File: src/rtl/sr_ff_monitor.sv
// Response checker for an SR flip-flop: reference model, compare, event counters, first-error capture.
// Optional build macro SR_MON_STRICT_INVALID_EN makes a sampled S=1,R=1 an error in its own right.
module sr_ff_monitor #(
   parameter int unsigned CW = 16
) (
   input  logic          clk,
   input  logic          reset,
   input  logic          en,
   input  logic          dut_rst,
   input  logic          S,
   input  logic          R,
   input  logic          Q,
   input  logic          Qbar,
   output logic          err,
   output logic [1:0]    err_code,
   output logic [CW-1:0] first_err_cyc,
   output logic [CW-1:0] set_cnt,
   output logic [CW-1:0] clr_cnt,
   output logic [CW-1:0] inv_cnt,
   output logic [CW-1:0] mis_cnt,
   output logic [CW-1:0] cyc_cnt
);

   localparam logic [CW-1:0] CNT_MAX = {CW{1'b1}};

   typedef enum logic [1:0] {
      ST_UNK = 2'd0,
      ST_K0  = 2'd1,
      ST_K1  = 2'd2
   } state_t;

   state_t state;
   state_t state_nxt;
   logic   cmp_en_c;
   logic   exp_q_c;
   logic   q_mis_c;
   logic   qb_err_c;
   logic   strict_inv_c;
   logic   any_err_c;
   logic [1:0] code_c;
   logic   set_ev_c;
   logic   clr_ev_c;
   logic   inv_ev_c;

   // Model state register; frozen while disabled
   always_ff @(posedge clk or negedge reset) begin
      if (!reset)  state <= ST_UNK;
      else if (en) state <= state_nxt;
   end

   // Model next state: DUT reset dominates, 11 loses knowledge of Q
   always_comb begin
      state_nxt = state;
      if (dut_rst) begin
         state_nxt = ST_K0;
      end else begin
         case ({S, R})
            2'b10:   state_nxt = ST_K1;
            2'b01:   state_nxt = ST_K0;
            2'b11:   state_nxt = ST_UNK;
            default: state_nxt = state;
         endcase
      end
   end

   // Expectation derived from the pre-update state
   always_comb begin
      cmp_en_c = 1'b0;
      exp_q_c  = 1'b0;
      case (state)
         ST_K0:   cmp_en_c = 1'b1;
         ST_K1:   begin cmp_en_c = 1'b1; exp_q_c = 1'b1; end
         default: cmp_en_c = 1'b0;
      endcase
   end

   assign set_ev_c = !dut_rst &&  S && !R;
   assign clr_ev_c = !dut_rst && !S &&  R;
   assign inv_ev_c = !dut_rst &&  S &&  R;

`ifdef SR_MON_STRICT_INVALID_EN
   assign strict_inv_c = inv_ev_c;
`else
   assign strict_inv_c = 1'b0;
`endif

   assign q_mis_c   = cmp_en_c && (Q != exp_q_c);
   assign qb_err_c  = cmp_en_c && (Qbar == Q);
   assign any_err_c = q_mis_c || qb_err_c || strict_inv_c;

   // Q mismatch outranks a Qbar error, which outranks strict invalid
   always_comb begin
      code_c = 2'b11;
      if (q_mis_c)       code_c = 2'b01;
      else if (qb_err_c) code_c = 2'b10;
   end

   // Counters and sticky first-error capture
   always_ff @(posedge clk or negedge reset) begin
      if (!reset) begin
         err           <= 1'b0;
         err_code      <= 2'b00;
         first_err_cyc <= '0;
         set_cnt       <= '0;
         clr_cnt       <= '0;
         inv_cnt       <= '0;
         mis_cnt       <= '0;
         cyc_cnt       <= '0;
      end else if (en) begin
         cyc_cnt <= cyc_cnt + CW'(1);
         if (set_ev_c  && set_cnt != CNT_MAX) set_cnt <= set_cnt + CW'(1);
         if (clr_ev_c  && clr_cnt != CNT_MAX) clr_cnt <= clr_cnt + CW'(1);
         if (inv_ev_c  && inv_cnt != CNT_MAX) inv_cnt <= inv_cnt + CW'(1);
         if (any_err_c && mis_cnt != CNT_MAX) mis_cnt <= mis_cnt + CW'(1);
         if (any_err_c && !err) begin
            err           <= 1'b1;
            err_code      <= code_c;
            first_err_cyc <= cyc_cnt;
         end
      end
   end

endmodule

File: config.mk
export PLATFORM = sky130hd
export DESIGN_NAME = sr_ff_monitor
export DESIGN_NICKNAME = d
export VERILOG_FILES = /design/src/rtl/sr_ff_monitor.sv
export SDC_FILE = /design/constraint.sdc
export NUM_CORES = 1
export LEC_CHECK = 0
export CORE_MARGIN = 5
export CORE_UTILIZATION = 25
export CTS_BUF_LIST = sky130_fd_sc_hd__clkbuf_4 sky130_fd_sc_hd__clkbuf_8
export DETAILED_ROUTE_END_ITERATION = 6
export PLACE_DENSITY = 0.54
export SYNTH_ARGS = -nofsm -noshare
export SYNTH_HDL_FRONTEND = slang
export SYNTH_SLANG_ARGS = --single-unit
File: constraint.sdc
create_clock -name clk -period 4.33 [get_ports clk]
set_input_delay 0.866 -clock clk [delete_from_list [all_inputs] [get_ports clk]]
set_output_delay 0.866 -clock clk [all_outputs]
set_load 0.02 [all_outputs]
==> metrics.md <==
| Metric | Value |
|---|---|
| Worst path cell trace | `clkdlybuf4s50_1 -> o2111ai_4 -> a21oi_2 -> mux2_2` |
| Crit path time final | `2.702 ns` |
| Total Routed Length | `10,590 µm` |
| Mapped Cells | `387` |
| Layout cells sized above 1 | `0.1146` |
| Antenna diode count | `0` |
| Clock slew at reported path FFs | `0.10 ns` |
| CTS resizes | `0` |
| Max Clk Rate | `370.0 MHz` |
| IO buf count | `106` |
| Area of the core | `0.01815 mm²` |
| Arrival @ worst endpoint | `2.97 ns` |
| Clock Path Buffers | `2` |
| DRT iter0 DRCs | `75` |
| Area Overhead vs Synth | `31.86%` |
| Req. time, crit path | `4.60 ns` |
| Peak supply drop | `0.2342 mV` |
| Final Max Tran Viols | `0` |
| Filler cells | `1,848` |
| # rows | `49` |
| Mapped Area | `0.004649 mm²` |
| Worst Setup Slack, final | `1.628 ns` |
| Tightest Pin Transition | `0.8646 ns` |
| Clock skew | `0.01230 ns` |
| Kind of cell adding the most delay to the critical path | `buffers and inverters` |
| DRC | `0` |
| Hold Buf Count CTS | `0` |
| Final nets | `515` |
| Finished Layout Cells | `735` |
| Switch share | `0.3466` |
| Pre-antenna DRT Iters | `4` |
| Final core utilization | `0.3378` |
| Post-CTS Setup Bufs | `0` |
| Area after DPL | `0.005959 mm²` |
| CTS tree | `yes` |
| Yosys warnings | `0` |
| Pre-CTS WS | `1.200 ns` |
| Initial Utilization | `0.2562` |
| Most common cell after layout, fill and taps aside | `clkdlybuf4s50_1` |
| Routed length per placed instance | `14.40 µm` |
| Hold Path Class | `flip-flop to flip-flop` |
| Ports | `107` |
| Total power | `2.532 mW` |
| Clock latency at the later pin of the worst-skew pair | `0.38 ns` |
| Primary FF master, synth | `dfrtp_1` |
| First-pass GRT wire length | `18,150 µm` |
| Switching power | `0.8774 mW` |
| Pwr Density | `412.9 mW/mm²` |
| EDFF count, synth | `0` |
| Gr usage total | `0.1036` |
| CP Launch Type | `input pin` |
| Final Cycle Share | `0.6241` |
| Vias in the first global route | `3,511` |
| Post-synth ARST share | `1.000` |
| Post-DP HPWL | `7740 µm` |
| Clock sink count | `101` |
| Clk pwr share | `0.216` |
| Vias | `3,310` |
| Yosys reg bits | `101` |
| Setup CP Type | `input pin to flip-flop` |
| Synth cell types | `48` |
| GRT Residual Overflow | `0` |
| Die area | `0.02143 mm²` |
| CTS Root Cell | `clkbuf_8` |
| CP bufs+invs | `1` |
| Gpl congestion | `0.7555` |
| Max Cap Viol | `0` |
| Net Count, Synth | `401` |
| Register area share after synthesis | `0.5436` |
| Final Cell Area | `0.006131 mm²` |
| Max_slew headroom | `0.4236` |
| Die width | `146.4 µm` |
| Cell-internal power | `1.654 mW` |
| Status | `finished clean` |
| CP peak stage delay | `0.93 ns` |
| Hold Fails Final Rpt | `0` |
| Post-DRT Antenna Nets | `0` |
| Setup violations, final | `0` |
| CTS buffer count | `9` |
| Placed Cells | `719` |
| Largest net degree at the start of global routing | `69` |
| RSZ-0062 raised after global routing | `false` |
| CP Max Fanout | `13` |
| Most frequent cells in the layout | `105 x clkdlybuf4s50_1, 101 x dfrtp_1, 48 x xnor2_1, 31 x nand3_1, 30 x nand2_1` |
| Final TNS setup | `0 ns` |
| H-tree levels | `3` |
| LEAKAGE | `2.570 nW` |
| Avg Cell Area, Syn | `12.01 µm²` |
| Worst hold slack | `0.4933 ns` |
| Comb power frac | `0.284` |
| CP Capture Type | `flip-flop` |
| Slowest cell on crit path | `clkdlybuf4s50_1` |
| Initial antenna violation count | `0` |
| Die height | `146.4 µm` |
| Routed vias/inst | `4.503` |
| Sequential share of power | `0.500` |
## power by group through the flow
stage	Combinational [mW]	Clock (mW)	Sequential [mW]
2_1_floorplan	0.217	0	1.41
3_3_place_gp	0.717	0	1.28
3_5_place_dp	0.731	0	1.29
4_1_cts	0.735	0.582	1.27
6_report	0.720	0.546	1.27
5_1_grt	0.781	0.619	1.29
## cells in the mapped netlist, drive strengths merged (2+ instances only)
cell type	count	area, µm²
dfrtp	101	2527
xnor2	48	420.4
nand3	33	175.2
nand2	30	112.6
nor2	30	138.9
mux2	23	292.8
nand4	20	125.1
xor2	19	166.4
and3	12	75.07
nor3	9	55.05
a21oi	7	38.79
and4	7	63.81
and2	6	38.79
ha	6	75.07
inv	6	22.52
buf	4	42.53
a31oi	3	18.77
a41oi	3	26.28
a21boi	2	18.77
o2111ai	2	35.04
o211a	2	20.02
o31a	2	17.52
## cell type report
type                            instances  area, µm²  area share
Inverter                                6      22.52    0.003673
Clock buffer                           10      131.4     0.02143
Timing Repair Buffer                  107       1066      0.1739
Tap cell                              229      286.5     0.04673
Multi-Input combinational cell        276       2057      0.3355
Clock inverter                          6      40.04    0.006531
Sequential cell                       101       2527      0.4122
## kinds of logic (layout without fill, tap and decap cells)
| family | after synthesis | count (layout) | synth area share |
|---|---|---|---|
| AND/OR/NAND/NOR | 155 | 155 | 0.1930 |
| flip-flops | 101 | 101 | 0.5436 |
| XOR/XNOR | 67 | 67 | 0.1262 |
| AO/OA/AOI/OAI | 24 | 24 | 0.04199 |
| multiplexers | 24 | 24 | 0.06512 |
| buffers and inverters | 10 | 129 | 0.01399 |
| adder cells (fa/ha/maj) | 6 | 6 | 0.01615 |
## registers in the layout (all words and copies together) (netlist names)
register,count
inv_cnt,16
clr_cnt,16
state,2
mis_cnt,16
err,1
err_code,2
cyc_cnt,16
set_cnt,16
first_err_cyc,16
## per-layer routing
layer	up-vias	GRT usage	share of wire
met5	-	0	0
met1	1625	0.1319	0.47
li1	1597	-	-
met3	7	0.04617	0.070
met2	81	0.1623	0.45
met4	0	0.02446	0.011
## path summary, 6_finish.rpt
| check | to | start | slack [ns] | depth (start not counted) |
|---|---|---|---|---|
| hold / removal | set_cnt[14] | set_cnt[14] | 0.49 | 1 |
| setup reg to reg | mis_cnt[1] | state[0] | 2.34 | 6 |
| max in group asynchronous | inv_cnt[8] | reset | 2.76 | 2 |
| setup / recovery | mis_cnt[1] | en | 1.63 | 4 |
| min in group asynchronous | first_err_cyc[11] | reset | 0.60 | 1 |
| hold reg to reg | set_cnt[14] | set_cnt[14] | 0.49 | 1 |
Power figures use the tool's default switching activity.
